File: src/rtl/pointconv_pkg.sv
// Shared constants, FSM encoding and lane record for the point-conv input feeder.
// Entry words arrive as {position, value}, which matches lane_t bit for bit.
package pointconv_pkg;

    localparam int LANES     = 8;
    localparam int DW        = 32;
    localparam int AW        = 12;
    localparam int MAPW      = 5;
    localparam int NVW       = 6;
    localparam int LANE_IDXW = $clog2(LANES);

    localparam logic [1:0] GUARD_CYCLES = 2'd2;

    typedef enum logic [3:0] {
        ST_IDLE,
        ST_CNT,
        ST_CNTW,
        ST_SWITCH,
        ST_FETCH,
        ST_ARM,
        ST_FIRE,
        ST_HOLD,
        ST_NEXT,
        ST_DONE
    } feeder_state_e;

    typedef struct packed {
        logic [DW-1:0] pos;
        logic [DW-1:0] val;
    } lane_t;

    // Entries carried by the next beat: min(remaining, LANES).
    function automatic logic [NVW-1:0] beat_lanes(input logic [AW-1:0] remaining);
        if (remaining >= AW'(LANES)) begin
            return NVW'(LANES);
        end
        return NVW'(remaining);
    endfunction

endpackage

File: src/rtl/pointconv_lane_packer.sv
// Collects entry-memory read data into lanes; capture is one cycle after each issued read.
// No backpressure of its own: lanes change only on clear or capture, so they hold while the FSM waits.
module pointconv_lane_packer
    import pointconv_pkg::*;
(
    input  logic                  clk,
    input  logic                  reset_n,
    input  logic                  clear,
    input  logic                  rd_issue,
    input  logic [2*DW-1:0]       ent_data,
    output logic [LANES*DW-1:0]   outdata,
    output logic [LANES*DW-1:0]   outposition
);

    lane_t                 lanes_q [LANES];
    logic                  cap_vld_q;
    logic [LANE_IDXW-1:0]  wr_idx_q;

    always_ff @(posedge clk or negedge reset_n) begin
        if (!reset_n) begin
            cap_vld_q <= 1'b0;
            wr_idx_q  <= '0;
            for (int i = 0; i < LANES; i++) begin
                lanes_q[i] <= '0;
            end
        end else begin
            cap_vld_q <= rd_issue;
            // Clearing at beat start leaves the unused tail lanes at zero.
            if (clear) begin
                wr_idx_q <= '0;
                for (int i = 0; i < LANES; i++) begin
                    lanes_q[i] <= '0;
                end
            end else if (cap_vld_q) begin
                lanes_q[wr_idx_q] <= lane_t'(ent_data);
                wr_idx_q          <= wr_idx_q + LANE_IDXW'(1);
            end
        end
    end

    always_comb begin
        outdata     = '0;
        outposition = '0;
        for (int i = 0; i < LANES; i++) begin
            outdata[i*DW +: DW]     = lanes_q[i].val;
            outposition[i*DW +: DW] = lanes_q[i].pos;
        end
    end

endmodule

File: src/rtl/pointconv_feeder.sv
// Walks the sparse activation store map by map, delivering beats of up to LANES entries; a beat fires lanes+2 cycles after rdy_in.
// Beat outputs hold until the engine re-asserts rdy_in, which is ignored for 2 cycles after each map switch or beat.
module pointconv_feeder
    import pointconv_pkg::*;
(
    input  logic                  clk,
    input  logic                  reset_n,
    input  logic                  start,
    input  logic [MAPW:0]         num_inmaps,
    output logic [MAPW-1:0]       cnt_addr,
    input  logic [AW-1:0]         cnt_data,
    output logic [AW-1:0]         ent_addr,
    input  logic [2*DW-1:0]       ent_data,
    output logic [LANES*DW-1:0]   outdata,
    output logic [LANES*DW-1:0]   outposition,
    output logic [MAPW-1:0]       inmap_out,
    output logic [NVW-1:0]        num_vals,
    output logic                  valid_out,
    input  logic                  rdy_in,
    output logic                  layer_done,
    output logic                  busy
);

    localparam logic [MAPW:0] MAP_ONE = (MAPW+1)'(1);

    feeder_state_e    state_q, state_d;
    logic [MAPW:0]    map_q, num_maps_q;
    logic [AW-1:0]    remaining_q, ptr_q;
    logic [1:0]       guard_q;
    logic [NVW-1:0]   lanes_q, fetch_cnt_q;

    logic             guard_done, last_read, map_last;
    logic             start_acc, beat_start, rd_issue, fire_next;

    assign guard_done = (guard_q == '0);
    assign last_read  = (fetch_cnt_q == lanes_q - NVW'(1));
    assign map_last   = ((map_q + MAP_ONE) == num_maps_q);

    assign cnt_addr = map_q[MAPW-1:0];
    assign ent_addr = ptr_q;

    always_ff @(posedge clk or negedge reset_n) begin
        if (!reset_n) begin
            state_q <= ST_IDLE;
        end else begin
            state_q <= state_d;
        end
    end

    always_comb begin
        state_d = state_q;
        case (state_q)
            ST_IDLE, ST_DONE: begin
                if (start) begin
                    state_d = (num_inmaps == '0) ? ST_DONE : ST_CNT;
                end
            end
            ST_CNT:    state_d = ST_CNTW;
            ST_CNTW:   state_d = (cnt_data == '0) ? ST_NEXT : ST_SWITCH;
            ST_SWITCH: if (guard_done) state_d = ST_FETCH;
            ST_FETCH:  if (last_read) state_d = ST_ARM;
            ST_ARM:    if (rdy_in) state_d = ST_FIRE;
            ST_FIRE:   state_d = ST_HOLD;
            ST_HOLD: begin
                if (guard_done && rdy_in) begin
                    state_d = (remaining_q != '0) ? ST_FETCH : ST_NEXT;
                end
            end
            ST_NEXT:   state_d = map_last ? ST_DONE : ST_CNT;
            default:   state_d = ST_IDLE;
        endcase
    end

    always_comb begin
        valid_out  = (state_q == ST_FIRE);
        layer_done = (state_q == ST_DONE);
        busy       = (state_q != ST_IDLE) && (state_q != ST_DONE);
        start_acc  = start && ((state_q == ST_IDLE) || (state_q == ST_DONE));
        rd_issue   = (state_q == ST_FETCH);
        beat_start = (state_d == ST_FETCH) && (state_q != ST_FETCH);
        fire_next  = (state_q == ST_ARM) && rdy_in;
    end

    always_ff @(posedge clk or negedge reset_n) begin
        if (!reset_n) begin
            map_q       <= '0;
            num_maps_q  <= '0;
            remaining_q <= '0;
            ptr_q       <= '0;
            guard_q     <= '0;
            lanes_q     <= '0;
            fetch_cnt_q <= '0;
            inmap_out   <= '0;
            num_vals    <= '0;
        end else begin
            if (start_acc) begin
                map_q      <= '0;
                num_maps_q <= num_inmaps;
            end else if (state_q == ST_NEXT) begin
                map_q <= map_q + MAP_ONE;
            end

            if (state_q == ST_CNTW) begin
                remaining_q <= cnt_data;
            end else if (state_q == ST_FIRE) begin
                remaining_q <= remaining_q - AW'(lanes_q);
            end

            // Engine rdy lags inmap/valid changes, so it is not trusted until this runs out.
            if ((state_q == ST_CNTW) || (state_q == ST_FIRE)) begin
                guard_q <= GUARD_CYCLES;
            end else if (guard_q != '0) begin
                guard_q <= guard_q - 2'd1;
            end

            if (state_q == ST_SWITCH) begin
                inmap_out <= map_q[MAPW-1:0];
            end

            // Maps sit back to back, so the pointer only restarts on a new layer; it wraps modulo 2^AW.
            if (start_acc) begin
                ptr_q <= '0;
            end else if (rd_issue) begin
                ptr_q <= ptr_q + AW'(1);
            end

            if (beat_start) begin
                lanes_q     <= beat_lanes(remaining_q);
                fetch_cnt_q <= '0;
            end else if (rd_issue) begin
                fetch_cnt_q <= fetch_cnt_q + NVW'(1);
            end

            if (fire_next) begin
                num_vals <= lanes_q;
            end
        end
    end

    pointconv_lane_packer u_packer (
        .clk         (clk),
        .reset_n     (reset_n),
        .clear       (beat_start),
        .rd_issue    (rd_issue),
        .ent_data    (ent_data),
        .outdata     (outdata),
        .outposition (outposition)
    );

endmodule

File: config.mk
export PLATFORM = sky130hd
export DESIGN_NAME = pointconv_feeder
export DESIGN_NICKNAME = d
export VERILOG_FILES = /design/src/rtl/pointconv_pkg.sv /design/src/rtl/pointconv_lane_packer.sv /design/src/rtl/pointconv_feeder.sv
export SDC_FILE = /design/constraint.sdc
export NUM_CORES = 1
export LEC_CHECK = 0
export CORE_AREA = 2 2 247 249
export CTS_CLUSTER_SIZE = 28
export DETAILED_ROUTE_END_ITERATION = 10
export DIE_AREA = 0 0 249 251
export GPL_TIMING_DRIVEN = 0
export PLACE_DENSITY = 0.82
export SYNTH_ARGS = -nofsm -noshare
export SYNTH_HDL_FRONTEND = slang
export SYNTH_SLANG_ARGS = --single-unit
File: constraint.sdc
create_clock -name clk -period 6 [get_ports clk]
set_input_delay 0.9 -clock clk [delete_from_list [all_inputs] [get_ports clk]]
set_output_delay 0.9 -clock clk [all_outputs]
set_load 0.02 [all_outputs]
## Yosys cells after proc, flatten, opt, wreduce, memory -nomap -nowiden

Index checks and enable logic that the tools add are counted.

| word-level totals | value |
|---|---|
| bits in registers | 581 |
| input bits | 86 |
| output and inout bits | 543 |
| word-level logic and storage cells | 106 |

| cells by class | value |
|---|---|
| $add $sub $neg | 7 |
| $lt $le $gt $ge | 3 |
| equality and inequality tests | 14 |
| muxes and demuxes | 31 |
| bitwise gates (word level) | 1 |
| reduce and logical (&&, ||, !) cells | 22 |

Operators by type and width:

| cell | count |
|---|---|
| $mux 512 | 2 |
| $bwmux 512 | 1 |
| $demux 64 s3 | 1 |
| $mux 64 | 1 |
| $mux 12 | 4 |
| $mux 4 | 9 |
| $mux 6 | 6 |
| $pmux 4 s9 | 1 |
| $eq 4x3->1 const B | 5 |
| $reduce_bool 2->1 | 7 |
| $add 12x1->12 const B | 1 |
| $add 6x1->6 const B | 2 |
| $eq 6x6->1 | 2 |
| $ge 12x4->1 const B | 1 |
| $logic_not 12->1 | 1 |
| $reduce_bool 12->1 | 1 |
| $sub 12x6->12 | 1 |
| $eq 4x2->1 const B | 2 |
| $eq 4x4->1 const B | 2 |
| $logic_and 1x1->1 | 6 |
| $logic_not 6->1 | 1 |
| $mux 3 | 2 |
| $sub 6x1->6 const B | 1 |
| $eq 4x1->1 const B | 1 |
| 14 further kinds | 17 |

## Depth between registers and ports, before layout

Gate-level depths: netlist of run 1.

| logic depth | value |
|---|---|
| word-level depth | 8 |
| mapped depth | 11 |
| mapped depth without buffers | 9 |

## By module

Synthesis of run 1 repeated with hierarchy kept, for this count alone.

| unflattened totals | value |
|---|---|
| cells, all modules | 2,191 |
| area total of the unflattened synthesis | 26,296.5 sq um |

By module, submodules not included:

| module | times used | cells each | area each (sq um) | sequential area each (sq um) |
|---|---|---|---|---|
| pointconv_lane_packer | 1 | 1,811 | 22,658.0 | 12,912.4 |
| pointconv_feeder | 1 | 380 | 3,638.5 | 1,626.6 |

## Least setup slack after synthesis of run 1

OpenSTA, ideal clock, no wires.

| timing | value |
|---|---|
| path kind | input to register |
| from | input cnt_data[4] |
| to | register u_packer.wr_idx_q[0] |
| library setup time | 127 ps |
| data arrival time | 2,330 ps |
| data required time | 5,873 ps |
| path slack | 3,543 ps |
| cell stages on the path | 9 |
| buffers on the path | 3 |
| path through | nor4_1 and3_1 a211oi_1 a311oi_1 and3_1 buf_6 buf_6 buf_6 a21oi_2 |

| on the way | value |
|---|---|
| longest elaborated chain between the ends | 6 |
| elaborated cells between the ends (all ways) | 7 |
| those cells by class | 1 x eq/ne; 3 x mux; 3 x reduce/logical |

Ends and longest elaborated chain:

| item | line | source |
|---|---|---|
| start, declared | pointconv_feeder.sv:11 | `input logic [AW-1:0] cnt_data,` |
| $logic_not 12->1 * | pointconv_feeder.sv:59 | `ST_CNTW: state_d = (cnt_data == '0) ? ST_NEXT : ST_SWITCH;` |
| $mux 4 * | pointconv_feeder.sv:59 |  |
| $pmux 4 s9 * | pointconv_feeder.sv:52 | `case (state_q)` |
| $eq 4x3->1 * | pointconv_feeder.sv:80 | `beat_start = (state_d == ST_FETCH) && (state_q != ST_FETCH);` |
| $logic_and 1x1->1 * | pointconv_feeder.sv:80 |  |
| $mux 3 / $reduce_bool 2->1 (equally long branches) | -- |  |
| end signal, assigned | pointconv_lane_packer.sv:36 | `wr_idx_q <= wr_idx_q + LANE_IDXW'(1);` |
| end, declared | pointconv_lane_packer.sv:17 | `logic [LANE_IDXW-1:0] wr_idx_q;` |

Mark *: on every way between the ends. The rest lies on a longest branch, timed or not.
A chain may end at the register's enable or synchronous reset.

## Worst setup path in the final report of run 1

| timing | value |
|---|---|
| from | register state_q[1] |
| to | output valid_out |

| on the way | value |
|---|---|
| longest elaborated chain between the ends | 1 |

Ends and longest elaborated chain:

| item | line | source |
|---|---|---|
| start, declared | pointconv_feeder.sv:26 | `feeder_state_e state_q, state_d;` |
| start signal, assigned | pointconv_feeder.sv:46 | `state_q <= state_d;` |
| $eq 4x3->1 | pointconv_feeder.sv:75 | `valid_out = (state_q == ST_FIRE);` |
| end, declared | pointconv_feeder.sv:18 | `output logic valid_out,` |

Every way passes these cells.

==> impl_metrics.env, run 1 <==
export IMPL_synth_edf_count=0
export IMPL_core_um2=59800
export IMPL_fmax_ghz=0.252
export IMPL_io_pins=629
export IMPL_dp_slack_ns=2.38
export IMPL_arrival_ns=3.07
export IMPL_drive_gt1_frac=0.204
export IMPL_cts_resized=0
export IMPL_wl_per_cell_um=23.4
export IMPL_combPwrFrac=0.423
export IMPL_period_share=0.662
export IMPL_most_common_layout_cells="nand2_1 (1,079), dfrtp_1 (581), clkdlybuf4s50_1 (563), a21oi_2 (490), clkbuf_1 (126)"
export IMPL_postLayoutCoreUtil=0.589
export IMPL_period_needed_ns=3.97
export IMPL_nFillCells=4967
export IMPL_cts_sinks=581
export IMPL_grt_pass1_wl_mm=144
export IMPL_tritoncts="done"
export IMPL_dpl_hpwl_mm=69.3
export IMPL_synth_distinct_cells=48
export IMPL_cts_root_buf="clkbuf_16"
export IMPL_via_per_inst=5.43
export IMPL_drt_wl_total_mm=97.7
export IMPL_synthCells=2704
export IMPL_skew_ns=0.0222
export IMPL_final_common_cell="nand2_1"
export IMPL_dieWidth_um=249
export IMPL_cellPowerDensity_nw_per_um2=439
export IMPL_antenna_found_initial=1
export IMPL_critical_path_class="reg -> out"
export IMPL_start_util=0.439
export IMPL_netSwitchingFraction=0.409
export IMPL_clk_pin_slew_ns=0.06
export IMPL_synthTopCellsByArea="dfrtp_1 (55%), a21oi_2 (16%), nand2_1 (15%)"
export IMPL_grt_pass1_vias=21965
export IMPL_hold_viol_final=0
export IMPL_synth_largest_area_cell="dfrtp_1"
export IMPL_cts_setup_buffers=0
export IMPL_critPathMaxFanout=10
export IMPL_drt_iter0_markers=1962
export IMPL_max_stage_delay_ns=0.61
export IMPL_setup_tns_ns=0
export IMPL_dr_pass1_iters=6
export IMPL_vias=22678
export IMPL_clkPwrFrac=0.251
export IMPL_finalSetupViolations=0
export IMPL_htree_num_levels=2
export IMPL_cp_start_kind="flop"
export IMPL_postSynth_asyncResetShare=1.00
export IMPL_p_seq_frac=0.326
export IMPL_rsz0062_at_grt="false"
export IMPL_grt_max_degree=123
export IMPL_cp_cell_sequence="clkbuf_1 -> nand2b_1 -> nor2_1 -> clkbuf_1 -> and2_1 -> clkdlybuf4s50_1"
export IMPL_die_area_um2=62500
export IMPL_layout_setup_ws_ns=2.03
export IMPL_worstMarginPinSlew_ns=1.31
export IMPL_ys_seq_elements=581
export IMPL_die_y_um=251
export IMPL_synth_top_flop_cell="dfrtp_1"
export IMPL_p_total_mw=15.5
export IMPL_grt_overflow_total=0
export IMPL_yosysTopAreaCellShare=0.553
export IMPL_hp_class="in -> async"
export IMPL_crit_top_cell="clkbuf_1"
export IMPL_gr_usage_all_layers=0.306
export IMPL_gp_congestion=0.932
export IMPL_row_count=90
export IMPL_clk_path_buf_depth=3
export IMPL_cp_required_ns=5.10
export IMPL_max_cap_viol_count=0
export IMPL_cts_buffers=61
export IMPL_ys_warnings_count=0
export IMPL_p_int_mw=9.15
export IMPL_max_vdd_ir_drop_mv=0.297
export IMPL_nets=3443
export IMPL_finalMaxSlewViolations=0
export IMPL_syn_area_um2=26300
export IMPL_drc_errors=0
export IMPL_synth_fp_nets=2803
export IMPL_relSlewSlack=0.124
export IMPL_io_buffers=564
export IMPL_avgSynthCellArea_um2=9.72
export IMPL_clk_latency_ns=0.63
export IMPL_hold_buffers=0
export IMPL_postRouteAntennaNets=0
export IMPL_cp_slowest_cell="clkdlybuf4s50_1"
export IMPL_status="complete, no violations"
export IMPL_ys_seq_area_frac=0.553
export IMPL_p_leak_nw=14.0
export IMPL_syn_to_final_growth_pct=34.1
export IMPL_net_switching_power_mw=6.32
export IMPL_endpoint_kind="output port"
## cells in the mapped netlist (7+ instances only)
cell,n
xnor2_1,15
and3_1,11
clkbuf_1,109
inv_1,18
mux2i_1,14
xor2_1,14
o21ai_0,23
nor4_1,9
dfrtp_1,581
ha_1,12
nand3_1,27
a21oi_2,490
buf_1,66
a21oi_1,45
nand2b_1,12
nor3_1,8
buf_2,7
nor2_1,42
buf_6,55
nand2_1,1079
mux2_2,12
## metal layers
layer	vias up	wire [um]	GRT usage
li1	10022	-	-
met1	11266	38200	0.392
met2	1131	45200	0.491
met3	259	9060	0.0754
met4	0	5250	0.147
met5	-	0	0
## final cells by class
type | count | area [um2] | share of cell area
Clock buffer | 95 | 1850 | 0.0524
Inverter | 18 | 67.6 | 0.00192
Tap cell | 782 | 978 | 0.0278
Buffer | 242 | 1350 | 0.0383
Timing Repair Buffer | 577 | 5910 | 0.168
Multi-Input combinational cell | 1863 | 10300 | 0.294
Clock inverter | 18 | 190 | 0.00540
Antenna cell | 1 | 2.50 | 0.0000710
Sequential cell | 581 | 14500 | 0.413
## sequential cells by signal, indices dropped and copies added, names as in the netlist
register              flops
u_packer.wr_idx_q         3
u_packer.outdata        256
ent_addr                 12
lanes_q                   6
u_packer.cap_vld_q        1
num_maps_q                6
map_q                     6
guard_q                   2
inmap_out                 5
fetch_cnt_q               6
remaining_q              12
u_packer.outposition    256
num_vals                  6
state_q                   4
## critical path: cells and delay by family (launching register included)
kind	cells	cell delay, ns
and+or+nand+nor	3	0.76
DFF	1	0.32
buffers and inverters	3	1.35
## worst paths after layout
path / startpoint / to / slack, ns / depth (start not counted)
max: state_q[1] / valid_out / 2.03 / 6
min: reset_n / remaining_q[8] / 0.20 / 1
max reg2reg: u_packer.wr_idx_q[0] / u_packer.outdata[97] / 3.01 / 6
min reg2reg: ent_addr[11] / ent_addr[11] / 0.50 / 1
max in group asynchronous: reset_n / u_packer.outdata[152] / 3.66 / 4
min in group clk: ent_addr[11] / ent_addr[11] / 0.50 / 1
## cells by family (layout without fill, tap and decap cells)
| logic type | Yosys count | in the layout | synth area share |
|---|---|---|---|
| multiplexers | 26 | 26 | 0.0105 |
| AND/OR/NAND/NOR | 1212 | 1212 | 0.182 |
| buffers and inverters | 260 | 950 | 0.0539 |
| other | 0 | 1 | 0 |
| AO/OA/AOI/OAI | 582 | 582 | 0.183 |
| XOR/XNOR | 30 | 30 | 0.0105 |
| adder cells (fa/ha/maj) | 13 | 13 | 0.00648 |
| flip-flops | 581 | 581 | 0.553 |
## power groups by stage
stage | sequential, mW | clock [mW] | combinational, mW
6_report | 5.05 | 3.88 | 6.55
5_1_grt | 5.11 | 4.06 | 6.92
4_1_cts | 5.03 | 3.91 | 6.56
3_5_place_dp | 5.09 | 0 | 6.51
3_3_place_gp | 5.09 | 0 | 6.42
2_1_floorplan | 5.65 | 0 | 3.32
## through the flow
stage          std cells  hold WS [ns]  cell area [um2]
2_1_floorplan       2704         0.467            26300
3_3_place_gp        4050         0.478            32900
3_5_place_dp        4063         0.486            33200
4_1_cts             4176         0.203            35200
5_1_grt             4176         0.231            35200
6_report            4177         0.203            35200
No activity file was read; power rests on OpenSTA's default activity.
==> inputs of run 2 (changes only) <==
- CORE_AREA: 2 2 247 249 -> default
- CORE_MARGIN: default -> 2
- CORE_UTILIZATION: default -> 45
- DIE_AREA: 0 0 249 251 -> default
- PLACE_DENSITY: 0.82 -> 0.86
- clock period: 6 -> 3.6 ns (I/O delays scaled with it)
==> run 2 against run 1 <==
Clock skew shrank 0.0016 ns. Sequential share of layout area is 0.076 points higher. Flip-flop and latch count unchanged. Register-to-register slack got worse by 2.5 ns. Via count rose by 1.7%. Clock power up 64%. Cell area is 0.18% lower. Core utilization rose by 2.0 points. Sequential power is 66% higher. Die area shrank 3.5%. Largest cell class unchanged.
==> impl_metrics.env, run 2 (same netlist as run 1, synthesis figures left out) <==
export IMPL_p_seq_frac=0.326
export IMPL_hp_class="in -> reg"
export IMPL_endpoint_kind="output port"
export IMPL_skew_ns=0.0207
export IMPL_hold_viol_final=0
export IMPL_p_total_mw=25.7
export IMPL_drc_errors=0
export IMPL_nets=3442
export IMPL_critical_path_class="reg -> out"
export IMPL_clk_pin_slew_ns=0.06
export IMPL_cp_required_ns=3.06
export IMPL_critPathMaxFanout=10
export IMPL_tritoncts="done"
export IMPL_htree_num_levels=2
export IMPL_wl_per_cell_um=23.7
export IMPL_drive_gt1_frac=0.204
export IMPL_cts_root_buf="clkbuf_16"
export IMPL_p_int_mw=15.2
export IMPL_clkPwrFrac=0.248
export IMPL_setup_tns_ns=0
export IMPL_clk_latency_ns=0.63
export IMPL_dr_pass1_iters=6
export IMPL_drt_wl_total_mm=98.3
export IMPL_fmax_ghz=0.289
export IMPL_postRouteAntennaNets=0
export IMPL_cts_setup_buffers=0
export IMPL_clk_path_buf_depth=3
export IMPL_via_per_inst=5.55
export IMPL_finalMaxSlewViolations=0
export IMPL_syn_to_final_growth_pct=33.8
export IMPL_most_common_layout_cells="nand2_1 (1,079), dfrtp_1 (581), clkdlybuf4s50_1 (563), a21oi_2 (490), clkbuf_1 (122)"
export IMPL_net_switching_power_mw=10.6
export IMPL_dpl_hpwl_mm=69.8
export IMPL_gr_usage_all_layers=0.320
export IMPL_period_needed_ns=3.46
export IMPL_worstMarginPinSlew_ns=1.43
export IMPL_netSwitchingFraction=0.411
export IMPL_arrival_ns=2.92
export IMPL_start_util=0.455
export IMPL_p_leak_nw=13.9
export IMPL_cts_sinks=581
export IMPL_die_area_um2=60300
export IMPL_core_um2=57700
export IMPL_die_y_um=246
export IMPL_grt_overflow_total=0
export IMPL_max_vdd_ir_drop_mv=0.579
export IMPL_dieWidth_um=246
export IMPL_period_share=0.962
export IMPL_combPwrFrac=0.426
export IMPL_antenna_found_initial=0
export IMPL_diodes=0
export IMPL_cp_start_kind="flop"
export IMPL_cellPowerDensity_nw_per_um2=731
export IMPL_final_common_cell="nand2_1"
export IMPL_row_count=88
export IMPL_grt_max_degree=123
export IMPL_grt_pass1_wl_mm=145
export IMPL_rsz0062_at_grt="false"
export IMPL_gp_congestion=0.921
export IMPL_drt_iter0_markers=2031
export IMPL_relSlewSlack=0.0434
export IMPL_status="complete, no violations"
export IMPL_cts_buffers=60
export IMPL_grt_pass1_vias=22738
export IMPL_max_cap_viol_count=0
export IMPL_io_pins=629
export IMPL_vias=23057
export IMPL_finalSetupViolations=0
export IMPL_io_buffers=564
[run 2: changes by cell type in the layout (fill, tap and decap cells not counted), sizes merged]
cell	previous run	this run
clkinv	9	10
diode	1	0
clkbuf	204	199
inv	20	21
dlygate4sd3	0	1
clkinvlp	4	5
buf	147	146
[run 2: path summary, 6_finish.rpt]
check / start / to / slack (ns) / cells after the start
hold / removal: ent_data[32] / u_packer.outposition[32] / 0.34 / 3
min in group asynchronous: reset_n / u_packer.outdata[96] / 0.44 / 2
hold reg to reg: num_maps_q[1] / num_maps_q[1] / 0.50 / 2
setup reg to reg: u_packer.wr_idx_q[0] / u_packer.outdata[98] / 0.55 / 6
setup / recovery: state_q[2] / valid_out / 0.14 / 5
max in group asynchronous: reset_n / u_packer.outdata[123] / 1.32 / 5
[run 2: power groups by stage]
stage | sequential (mW) | clock (mW) | combinational [mW]
floorplan | 9.41 | 0 | 5.53
global placement | 8.46 | 0 | 10.7
detailed placement | 8.46 | 0 | 10.8
CTS | 8.36 | 6.42 | 10.9
global route | 8.49 | 6.70 | 11.5
finish | 8.38 | 6.38 | 10.9
[run 2: critical path, cell delays in order (launching register included)]
cell	delay (ns)
dfrtp_1	0.35
buf_2	0.21
buf_1	0.45
clkbuf_1	0.44
and2_1	0.22
clkdlybuf4s50_1	0.62
[run 2: per-stage QoR]
step                      std cells  hold slack [ns]   util  setup WS, ns  cell area, um2
after floorplan                2704            0.244      -          1.49           26300
after global placement         4033            0.483  0.570        -24.22           32900
after detailed placement       4045            0.486  0.575         0.407           33200
after CTS                      4157            0.302  0.609        0.0517           35200
after global routing           4157            0.331  0.609        0.0366           35200
final                          4157            0.336  0.609         0.137           35200
[run 2: repair_timing]
item	in CTS	in global routing
hold buffers	1	0
hold endpoints to repair	59	0
endpoints found under the setup margin	1	1
resized for setup	1	2
gates cloned	0	0
[run 2: layout make-up]
type	instances	area, um2
fill	4650	22500
sequential	581	14500
multi-input combinational	1863	10300
timing repair buffer	577	5910
clock buffer	90	1790
buffer	242	1350
tap	765	957
clock inverter	21	208
inverter	18	67.6
[run 2: routing by layer]
| layer | part of all wire | global-route usage |
|---|---|---|
| met1 | 0.38 | 0.402 |
| met4 | 0.055 | 0.147 |
| met5 | 0 | 0 |
| met2 | 0.47 | 0.522 |
| met3 | 0.094 | 0.0805 |
